`src/rtl/tick_period_meter.sv`:
```
`default_nettype none
// ============================================================================
// Module      : tick_period_meter
// Description : Measures the spacing, in clk cycles, between rising edges of
//               a possibly asynchronous tick input. The input is synchronized
//               and edge-detected internally. A timeout flags a stalled source.
// Revision    : 1.0 - initial release
// ============================================================================
module tick_period_meter #(
  parameter int COUNT_WIDTH    = 32,
  parameter int SYNC_STAGES    = 2,
  parameter int TIMEOUT_CYCLES = 200_000_000
) (
  input  logic                   clk,
  input  logic                   rst,
  input  logic                   enable,
  input  logic                   tickIn,
  output logic [COUNT_WIDTH-1:0] period,
  output logic                   periodValid,
  output logic                   timeout
);

  localparam logic [COUNT_WIDTH-1:0] TIMEOUT_VAL = COUNT_WIDTH'(TIMEOUT_CYCLES);
  localparam logic [COUNT_WIDTH-1:0] ONE         = COUNT_WIDTH'(1);
  localparam logic [COUNT_WIDTH-1:0] ZERO        = '0;

  typedef enum logic [1:0] {
    S_IDLE    = 2'd0,
    S_ARMED   = 2'd1,
    S_MEASURE = 2'd2
  } state_t;

  logic [SYNC_STAGES-1:0] sync_q;
  logic                   prev_q;
  logic                   tick_edge;

  state_t                 state_q, state_d;
  logic [COUNT_WIDTH-1:0] count_q, count_d;
  logic [COUNT_WIDTH-1:0] period_q, period_d;
  logic                   valid_q, valid_d;
  logic                   timeout_q, timeout_d;

  // Synchronizer chain plus one flop holding the previous synchronized level.
  always_ff @(posedge clk or negedge rst) begin
    if (!rst) begin
      sync_q <= '0;
      prev_q <= 1'b0;
    end else begin
      sync_q <= {sync_q[SYNC_STAGES-2:0], tickIn};
      prev_q <= sync_q[SYNC_STAGES-1];
    end
  end

  // A held-high input produces a single edge because prev follows synced.
  assign tick_edge = sync_q[SYNC_STAGES-1] & ~prev_q;

  // State, counter and output registers.
  always_ff @(posedge clk or negedge rst) begin
    if (!rst) begin
      state_q   <= S_IDLE;
      count_q   <= ZERO;
      period_q  <= ZERO;
      valid_q   <= 1'b0;
      timeout_q <= 1'b0;
    end else begin
      state_q   <= state_d;
      count_q   <= count_d;
      period_q  <= period_d;
      valid_q   <= valid_d;
      timeout_q <= timeout_d;
    end
  end

  // Next-state logic: enable low overrides everything, and an edge takes
  // priority over the timeout threshold in the same cycle.
  always_comb begin
    state_d   = state_q;
    count_d   = count_q;
    period_d  = period_q;
    valid_d   = 1'b0;
    timeout_d = timeout_q;
    if (!enable) begin
      state_d   = S_IDLE;
      count_d   = ZERO;
      timeout_d = 1'b0;
    end else begin
      case (state_q)
        S_IDLE: begin
          count_d = ZERO;
          state_d = S_ARMED;
        end
        S_ARMED: begin
          // First edge only starts the reference; timeout stays as it was.
          if (tick_edge) begin
            state_d = S_MEASURE;
            count_d = ONE;
          end
        end
        S_MEASURE: begin
          if (tick_edge) begin
            period_d  = count_q;
            valid_d   = 1'b1;
            timeout_d = 1'b0;
            count_d   = ONE;
          end else if (count_q == TIMEOUT_VAL) begin
            // Threshold reached before overflow: flag and wait for a new reference.
            timeout_d = 1'b1;
            count_d   = ZERO;
            state_d   = S_ARMED;
          end else begin
            count_d = count_q + ONE;
          end
        end
        default: begin
          state_d = S_IDLE;
          count_d = ZERO;
        end
      endcase
    end
  end

  assign period      = period_q;
  assign periodValid = valid_q;
  assign timeout     = timeout_q;

endmodule
`default_nettype wire

```
`config.mk`:
```
export PLATFORM = sky130hd
export DESIGN_NAME = tick_period_meter
export DESIGN_NICKNAME = d
export VERILOG_FILES = /design/src/rtl/tick_period_meter.sv
export SDC_FILE = /design/constraint.sdc
export NUM_CORES = 1
export LEC_CHECK = 0
export BUFFER_PORTS_ARGS = -buffer_cell sky130_fd_sc_hd__buf_2
export CORE_MARGIN = 2
export CORE_UTILIZATION = 42
export CTS_BUF_LIST = sky130_fd_sc_hd__clkbuf_8 sky130_fd_sc_hd__clkbuf_16
export CTS_CLUSTER_SIZE = 30
export DETAILED_ROUTE_END_ITERATION = 10
export PLACE_DENSITY = 0.63
export SYNTH_ARGS = -nofsm -noshare
export SYNTH_HDL_FRONTEND = slang
export SYNTH_SLANG_ARGS = --single-unit
```
`constraint.sdc`:
```
create_clock -name clk -period 3.5 [get_ports clk]
set_input_delay 0.7 -clock clk [delete_from_list [all_inputs] [get_ports clk]]
set_output_delay 0.7 -clock clk [all_outputs]
set_load 0.01 [all_outputs]
```
# Word-level counts from Yosys, hierarchy flattened
# Cells that the tools add are included.
[word_totals] ff_bits=71 inputBits=4 out_inout_bits=34 wordCells=39
[classes] n_addsub=1 n_eq_ne=8 mux=17 bitwise_logic=2 n_reduce_logical=4
[op_table] cell="2-to-1 mux 32 bit" n=4
[op_table] cell="one-hot mux 32 bit (2 select lines)" n=1
[op_table] cell="adder 32 x 1 -> 32 bit (second input constant)" n=1
[op_table] cell="equality test 32 x 28 -> 1 bit (second input constant)" n=1
[op_table] cell="inequality test 3 bit (second input constant)" n=3
[op_table] cell="2-to-1 mux 2 bit" n=4
[op_table] cell="2-to-1 mux 1 bit" n=7
[op_table] cell="one-hot mux 2 bit (3 select lines)" n=1
[op_table] cell="AND reduction 3 bit" n=2
[op_table] cell="inequality test 3 x 1 -> 1 bit (second input constant)" n=1
[op_table] cell="equality test 2 x 1 -> 1 bit (second input constant)" n=1
[op_table] cell="equality test 2 bit (second input constant)" n=1
[op_table] cell="logical NOT 2 bit" n=1
[op_table] cell="inequality test 2 x 1 -> 1 bit (second input constant)" n=1
[op_table] cell="AND reduction 2 bit" n=1
[op_table] cell="bitwise AND 1 bit" n=1
[op_table] cell="inverter 1 bit" n=1

# Longest topological paths before layout
# Gate-level depths: netlist of the first run.
[depth] depth_word=5 mapped_depth=8 mapped_depth_nobuf=7

# Worst setup path after synthesis of the first run
# Ideal clock, no wire load.
[synth_path] path_type="input -> register" from="input port enable" to="register count_q[31]" setup_ns=0.075 t_arrival_ns=2.225 required_time_ns=3.425 path_slack_ns=1.200 path_stages=6 cell_sequence="buf_2 nand2_1 o21ai_1 or4_4 or4_4 a21oi_2"
[synth_between] elab_chain_len=1
[synth_lines] item="start: declaration" line_no="16" text="input logic enable,"
[synth_lines] item="inequality test 3 bit (no line) / 2-to-1 mux 32 bit (equally long branches)"
[synth_lines] item="end signal: assignment" line_no="67" text="count_q <= count_d;"
[synth_lines] item="end: declaration" line_no="38" text="logic [COUNT_WIDTH-1:0] count_q, count_d;"
# Several ways; a longest one is shown, not always the timed one.
# A chain may end at the register's enable or synchronous reset.

# Worst setup path after layout of the first run
[layout_path] from="register count_q[0]" to="register count_q[17]"
[layout_between] elab_chain_len=5
[layout_lines] item="adder 32 x 1 -> 32 bit / equality test 32 x 28 -> 1 bit (equally long branches)" line_no="111, 105"
[layout_lines] item="2-to-1 mux 32 bit (*)" line_no="105" text="end else if (count_q == TIMEOUT_VAL) begin"
[layout_lines] item="2-to-1 mux 32 bit (*)" line_no="100" text="if (tick_edge) begin"
[layout_lines] item="one-hot mux 32 bit (2 select lines) (*)" line_no="87" text="case (state_q)"
[layout_lines] item="2-to-1 mux 32 bit (*)" line_no="82" text="if (!enable) begin"
# Mark *: on every way between the ends. The rest lies on a longest branch, timed or not.

==> Flow_metrics.wiki, run 1 <==
{| class="wikitable"
! Metric !! Value
|-
| Number of cells upsized or downsized after cts || 0
|-
| Core outline area || 8090 um2
|-
| Launching element type of the critical path || flop
|-
| Result of the run || complete, no violations
|-
| CP max stage cell || a31oi_4
|-
| DP Cell Count || between 400 and 500
|-
| Number of hold violations in the final report || 0
|-
| Final max-slew violation count || 0
|-
| Hold slack final || about 230 ps
|-
| Share of power burned in the clock network || 0.404
|-
| Total iterations of the first detailed-routing run || 4
|-
| Number of rows in the core area || 33
|-
| GRT overflow || 0
|-
| Peak per-stage delay on the critical path || 590 ps
|-
| Top-level port count || 38
|-
| RSZ-0062 raised after global routing || no
|-
| Average wire length per cell after detail routing || between 15 and 20 um
|-
| Type of the worst setup path || reg2reg
|-
| Cell Chain, Critical Path || inv_1 -> ha_1 -> or4b_4 -> nor4_4 -> nand3_4 -> a31oi_4 -> nor2_1
|-
| Synthesized area per cell || around 10 um2
|-
| Skew-Pair Late Insertion Delay || approximately 340 ps
|-
| Number of DRC violations after detailed-routing iteration 0 || between 100 and 150
|-
| Net Sw Power || 0.386 mW
|-
| Count of buffers inserted at the top-level ports || 37
|-
| Y dimension of the die || around 95 um
|-
| Net count after synthesis || between 300 and 400
|-
| Fraction of final layout cells with drive strength greater than 1 || 0.246
|-
| Area fraction of the dominant cell type after synthesis || 0.515
|-
| Non-filler cells, final || around 480
|-
| LEAKAGE || 1.76 nW
|-
| Maximum fanout along the worst path || 19
|-
| Root buffer cell || clkbuf_8
|-
| Buffer levels on the longest clock path || 2
|-
| Data arrival, critical path || between 2000 and 3000 ps
|-
| NumNets Final || 379
|-
| Dpl hpwl || ~5.2 mm
|-
| Number of routed nets with antenna violations || 0
|-
| Largest cells by area after synthesis || dfrtp_1 52%, mux2_2 8.5%, nand2_1 4.4%, xnor2_1 3.3%, nand3_1 3.0%
|-
| Vias in the first global route || between 2k and 2.5k
|-
| Proportion of power drawn by combinational gates || 0.063
|-
| Warnings, synthesis || 0
|-
| Max frequency || 380 MHz
|-
| Area leader, netlist || dfrtp_1
|-
| Sum Neg Setup Slack || 0 ps
|-
| Design area || between 3000 and 4000 um2
|-
| Max-cap violations || 0
|-
| DRC Markers || 0
|-
| Final worst-path cycle share || 0.752
|-
| H-tree levels || 3
|-
| Class of the tightest hold or removal check || in2async
|-
| Fraction of synthesis flops using an asynchronous set or reset pin || 1.00
|-
| Layout overhead on the synthesized area || 14.3%
|-
| Number of buffers created by CTS || 9
|-
| Post-synthesis instance area || 3450 um2
|-
| Switch share || 0.247
|-
| # Post-CTS Setup Buffers || 0
|-
| Unique masters post-synth || between 40 and 50
|-
| Number of enable-type register cells in the synthesized netlist || 0
|-
| Core occupancy in the finished layout || 0.487
|-
| Total Wirelength || between 7 and 8 mm
|-
| Maximum number of pins on one net before global-route repair || 32
|-
| Clock sink count || 71
|-
| Flip-flop and latch count after synthesis || 71
|-
| Finish-stage setup viols || 0
|-
| Clock tree from TritonCTS || yes
|-
| Final weighted congestion of routability-driven global placement || approximately 0.83
|-
| Antenna violations before repair || 0
|-
| Min cycle time layout || between 2000 and 3000 ps
|-
| First-pass GRT wire length || between 10 and 15 mm
|-
| Fraction of the yosys area taken by sequential cells || 0.515
|-
| Worst Setup End Kind || flop
|-
| Multi-input gate area || about 1600 um2
|-
| Transition time at the pin with the least slew margin || around 850 ps
|-
| Vias after detailed routing || roughly 2.6k
|-
| Cell area after placement || 3750 um2
|-
| Ys flop type || dfrtp_1
|-
| Most repeated cell in the gate-level netlist after synthesis || dfrtp_1
|-
| Fill cell total of the finished layout || roughly 760
|-
| DIE WIDTH || ~95 um
|-
| Post-CTS clock slew at the launch and capture registers of the worst setup and hold paths || around 80 ps
|-
| Vias per inst || 5.44
|-
| Worst EP required || roughly 3700 ps
|-
| Die area || 8950 um2
|-
| Sequential Power Share || 0.533
|-
| Int Power || 1.18 mW
|-
| Max-slew headroom at the worst pin || 0.434
|-
| VDD IR max || 0.000193 V
|-
| Initial Utilization || 0.426
|-
| Total routing resource utilization after global routing || 0.179
|-
| Total inserted antenna cells || 0
|-
| Commonest cells post-synth || 71 x dfrtp_1, 40 x nand2_1, 27 x nor2_1
|-
| Instance count of the mapped netlist || roughly 330
|-
| Worst path top cell family by delay || simple AND/OR/NAND/NOR gates
|-
| Register cell area after layout || ~1800 um2
|-
| Pwr Density || between 300 and 400 nW/um2
|-
| Clock Skew || ~11 ps
|-
| Combined buffer and inverter count along the critical path || 1
|-
| Number of hold buffers added after CTS || 0
|}
sequential cells by signal, indices dropped and copies added, names as in the netlist:
signal,flops
count_q,32
period,32
periodValid,1
prev_q,1
state_q,2
sync_q,2
timeout,1
layout make-up:
class | instances | share of cell area
flip-flops and latches | 71 | 0.451
multi-input cells | 233 | 0.396
repair buffers | 43 | 0.0616
well taps | 105 | 0.0333
clock buffers | 9 | 0.0314
clock inverters | 7 | 0.0165
inverters | 11 | 0.0105
power groups by stage:
stage	Combinational (mW)	Sequential (mW)	Clock (mW)
after global routing	0.111	0.834	0.687
final	0.0990	0.833	0.632
after floorplan	0.0642	0.848	0
after global placement	0.0988	0.848	0
after detailed placement	0.101	0.849	0
after CTS	0.101	0.833	0.650
worst reg2reg max path, cell delays in order (launching register included):
cell and delay [ps]:
dfrtp_1 400, inv_1 120, ha_1 150, or4b_4 470
nor4_4 390, nand3_4 250, a31oi_4 590, nor2_1 130
through the flow:
| step | total power, mW | setup slack [ps] |
|---|---|---|
| global route | 1.63 | 727 |
| CTS | 1.58 | 861 |
| detailed placement | 0.949 | 867 |
| global placement | 0.947 | 948 |
| finish | 1.56 | 869 |
| floorplan | 0.912 | 1200 |
layout by cell type (no fill, tap or decap), types with 3 or more instances in the layout:
cell and instances:
a21oi_1 6, nand3_1 21, clkbuf_8 9, o21ai_0 14, and4_1 4, clkinv_2 3, nor2_1 27, mux2_2 26
buf_2 37, a31oi_1 4, nor4_1 14, or3_1 7, a41oi_1 4, ha_1 6, nand4_1 8, dfrtp_1 71
nand2_1 40, buf_4 5, inv_1 12, and2_1 3, xnor2_1 13, o211ai_1 7, nor4b_1 3
kinds of logic after synthesis:
logic type | Yosys count | synth area share
and+or+nand+nor | 144 | 0.227
DFF | 71 | 0.515
AOI/OAI and AO/OA | 44 | 0.0853
buffers and inverters | 27 | 0.0323
muxes | 26 | 0.0849
xor gates and xnor gates | 13 | 0.0330
adders and majority gates | 6 | 0.0218
final timing paths:
| path | cells past startpoint | start | slack (ps) | endpoint |
|---|---|---|---|---|
| hold / removal | 1 | rst | 230 | period[2]$_DFFE_PN0P_ |
| setup reg to reg | 7 | count_q[0]$_DFFE_PN0P_ | 870 | count_q[17]$_DFFE_PN0P_ |
| setup / recovery | 7 | count_q[0]$_DFFE_PN0P_ | 870 | count_q[17]$_DFFE_PN0P_ |
| min in group clk | 0 | sync_q[0]$_DFF_PN0_ | 350 | sync_q[1]$_DFF_PN0_ |
| hold reg to reg | 0 | sync_q[0]$_DFF_PN0_ | 350 | sync_q[1]$_DFF_PN0_ |
| max in group asynchronous | 2 | rst | 2570 | count_q[0]$_DFFE_PN0P_ |
per-layer routing:
metal,vias to the layer above,share of wire,GRT usage
li1,1272,-,-
met1,1272,0.46,0.239
met2,52,0.48,0.289
met3,9,0.043,0.0487
met4,0,0.012,0.0483
met5,-,0,0
No activity file was read; power rests on OpenSTA's default activity.
==> inputs of run 2 (changes only) <==
ABC_AREA = 1   (was not set)
clock period = 2.5 ns   (was 3.5 ns; I/O delays follow)
==> Flow_metrics.wiki, run 2 <==
{| class="wikitable"
! Metric !! Value
|-
| NumNets Final || around 540
|-
| # Post-CTS Setup Buffers || 0
|-
| Fraction of synthesis flops using an asynchronous set or reset pin || 1.00
|-
| Net count after synthesis || between 400 and 500
|-
| Core occupancy in the finished layout || 0.491
|-
| Max-cap violations || 0
|-
| Final weighted congestion of routability-driven global placement || just over 0.9
|-
| Clock sink count || roughly 70
|-
| Fill cell total of the finished layout || approximately 870
|-
| Sequential Power Share || 0.497
|-
| Number of cells upsized or downsized after cts || 0
|-
| Unique masters post-synth || 29
|-
| Total Wirelength || ~9 mm
|-
| Vias after detailed routing || 3203
|-
| Commonest cells after routing, fill and taps aside || 148 x nand2_1, 71 x dfrtp_1, 66 x inv_1
|-
| Non-filler cells, final || 639
|-
| Root buffer cell || clkbuf_8
|-
| Clock tree from TritonCTS || yes
|-
| Share of power burned in the clock network || 0.439
|-
| DIE WIDTH || between 90 and 100 um
|-
| Max-slew headroom at the worst pin || 0.677
|-
| Number of hold violations in the final report || 0
|-
| Worst EP required || roughly 2800 ps
|-
| Cell occurring most often along the worst timing path || nand2_1
|-
| Number of buffers created by CTS || 9
|-
| Net Sw Power || approximately 0.57 mW
|-
| Layout overhead on the synthesized area || 14.6%
|-
| Instance count of the mapped netlist || about 480
|-
| Clock Skew || slightly above 9 ps
|-
| Area leader, netlist || dfrtp_1
|-
| Int Power || approximately 1.8 mW
|-
| Fraction of final layout cells with drive strength greater than 1 || 0.158
|-
| Cell depth of the worst setup path || 13
|-
| Cell Chain, Critical Path || inv_1 -> ha_1 -> nand2_1 -> inv_1 -> nand2_2 -> nand3_2 -> nor2_1 -> nand2_1 -> nor2_1 -> nand2_1 -> nand2_1 -> inv_1 -> nor2_1
|-
| Final max-slew violation count || 0
|-
| Number of hold buffers added after CTS || 0
|-
| Post-CTS clock slew at the launch and capture registers of the worst setup and hold paths || 80 ps
|-
| Initial Utilization || 0.428
|-
| Synthesized area per cell || between 7 and 8 um2
|-
| Type of the worst setup path || reg2reg
|-
| Grt met1 use || 0.299
|-
| Min cycle time layout || approximately 2000 ps
|-
| Met3 Track Usage GR || 0.0331
|-
| Ys flop type || dfrtp_1
|-
| Post-synthesis instance area || 3680 um2
|-
| Switch share || 0.241
|-
| Most common cell after layout, fill and taps aside || nand2_1
|-
| Commonest cells post-synth || 148 x nand2_1, 71 x dfrtp_1, 65 x inv_1
|-
| Result of the run || complete, no violations
|-
| Sum Neg Setup Slack || 0 ps
|-
| Pwr Density || between 500 and 600 nW/um2
|-
| Number of DRC violations after detailed-routing iteration 0 || 191
|-
| H-tree levels || 3
|-
| LEAKAGE || ~2 nW
|-
| Antenna violations before repair || 0
|-
| Class of the tightest hold or removal check || in2async
|-
| Finish-stage setup viols || 0
|-
| Die area || about 9500 um2
|-
| First-pass GRT wire length || roughly 16 mm
|-
| Global-route layer with the greatest usage || met2
|-
| Count of buffers inserted at the top-level ports || 37
|-
| Worst path top cell family by delay || simple AND/OR/NAND/NOR gates
|-
| Launching element type of the critical path || flop
|-
| Worst Reg2Reg Path Length in Cells || 13
|-
| Maximum fanout along the worst path || 13
|-
| Total iterations of the first detailed-routing run || 7
|-
| Max frequency || 490 MHz
|-
| Vias per inst || around 5
|-
| Data arrival, critical path || around 2300 ps
|-
| Average wire length per cell after detail routing || 14.0 um
|-
| GRT overflow || 0
|-
| Skew-Pair Late Insertion Delay || 350 ps
|-
| Peak per-stage delay on the critical path || approximately 400 ps
|-
| Y dimension of the die || between 90 and 100 um
|-
| Number of routed nets with antenna violations || 0
|-
| Total routing resource utilization after global routing || 0.205
|-
| CP max stage cell || dfrtp_1
|-
| Transition time at the pin with the least slew margin || between 400 and 500 ps
|-
| Worst Setup End Kind || flop
|-
| Maximum number of pins on one net before global-route repair || between 70 and 80
|-
| Largest cells by area after synthesis || dfrtp_1 48%, nand2_1 15%, inv_1 6.6%, nor2_1 5.3%, o21ai_0 5.0%
|-
| Number of enable-type register cells in the synthesized netlist || 0
|-
| Warnings, synthesis || 0
|-
| RSZ-0062 raised after global routing || no
|-
| Number of rows in the core area || 34
|-
| DP Cell Count || 623
|-
| VDD IR max || just over 0.0003 V
|-
| Combined buffer and inverter count along the critical path || 3
|-
| Proportion of power drawn by combinational gates || 0.064
|-
| Flip-flop and latch count after synthesis || a little over 70
|-
| Final worst-path cycle share || 0.816
|-
| Met2 demand-to-capacity share in global routing || 0.305
|-
| Core outline area || roughly 8600 um2
|-
| Buffer levels on the longest clock path || 2
|-
| DRC Markers || 0
|-
| Top-level port count || 38
|-
| Area fraction of the dominant cell type after synthesis || 0.483
|-
| Minimum setup slack after placement || around 500 ps
|-
| Total inserted antenna cells || 0
|-
| Fraction of the yosys area taken by sequential cells || 0.483
|-
| Setup slack after layout || approximately 460 ps
|-
| Vias in the first global route || ~3.2k
|-
| Most repeated cell in the gate-level netlist after synthesis || nand2_1
|-
| Dpl hpwl || approximately 6.7 mm
|}
-- run 2: cell types whose count changed after synthesis, sizes merged, moves of 5 or more --
cell | previous run | this run
a21oi | 7 | 12
a31oi | 5 | 0
clkbuf | 12 | 5
inv | 11 | 67
mux2 | 26 | 0
nand2 | 40 | 155
nor2 | 27 | 65
nor3 | 2 | 13
nor4 | 15 | 1
o211ai | 7 | 0
o21ai | 15 | 41
or3 | 8 | 0
xnor2 | 13 | 1
-- run 2: worst paths after layout --
kind                                        start  slack (ps)                 endpoint
setup / recovery           state_q[1]$_DFFE_PN0P_         460  count_q[27]$_DFFE_PN0P_
hold / removal                                rst         160    period[2]$_DFFE_PN0P_
setup reg to reg           state_q[1]$_DFFE_PN0P_         460  count_q[27]$_DFFE_PN0P_
hold reg to reg               sync_q[0]$_DFF_PN0_         350      sync_q[1]$_DFF_PN0_
max in group asynchronous                     rst        2000  count_q[23]$_DFFE_PN0P_
min in group clk                           tickIn         260      sync_q[0]$_DFF_PN0_
-- run 2: power by group through the flow --
stage / sequential (mW) / clock (mW) / combinational, mW
floorplan: 1.19 / 0 / 0.0978
global placement: 1.19 / 0 / 0.152
detailed placement: 1.19 / 0 / 0.151
CTS: 1.17 / 1.06 / 0.152
global route: 1.17 / 1.10 / 0.175
finish: 1.17 / 1.03 / 0.151
-- run 2: logic make-up (layout without fill, tap and decap cells) --
kind of cell | Yosys count | count (layout) | synth area share
flops | 71 | 71 | 0.483
buf+inv | 77 | 125 | 0.0823
compound gates | 54 | 54 | 0.0769
simple gates | 270 | 270 | 0.326
xor+xnor | 5 | 5 | 0.0119
fa+ha+maj | 6 | 6 | 0.0204
-- run 2: per-layer routing --
layer,vias up,wire [um]
met5,-,0
met4,0,208
met3,17,403
met2,83,3980
met1,1508,4380
li1,1595,-
-- run 2: layout make-up --
class,instances,area [um2],share of cell area
Sequential cell,71,1780,0.421
Multi-Input combinational cell,335,1600,0.379
Inverter,68,255,0.0605
Timing Repair Buffer,41,228,0.0540
Clock buffer,10,138,0.0326
Tap cell,108,135,0.0320
Clock inverter,6,85.1,0.0202
-- run 2: stage by stage --
step	hold WS, ps	area [um2]	power (mW)
after floorplan	204	3680	1.29
after global placement	336	3990	1.34
after detailed placement	339	3990	1.34
after CTS	184	4220	2.38
after global routing	200	4220	2.44
final	159	4220	2.35
-- run 2: worst register-to-register path, delay by kind of cell, from the launching register on --
family                     cells  cell delay [ps]
adders and majority gates      1              210
buffers and inverters          3              180
DFF                            1              400
and+or+nand+nor                9             1170
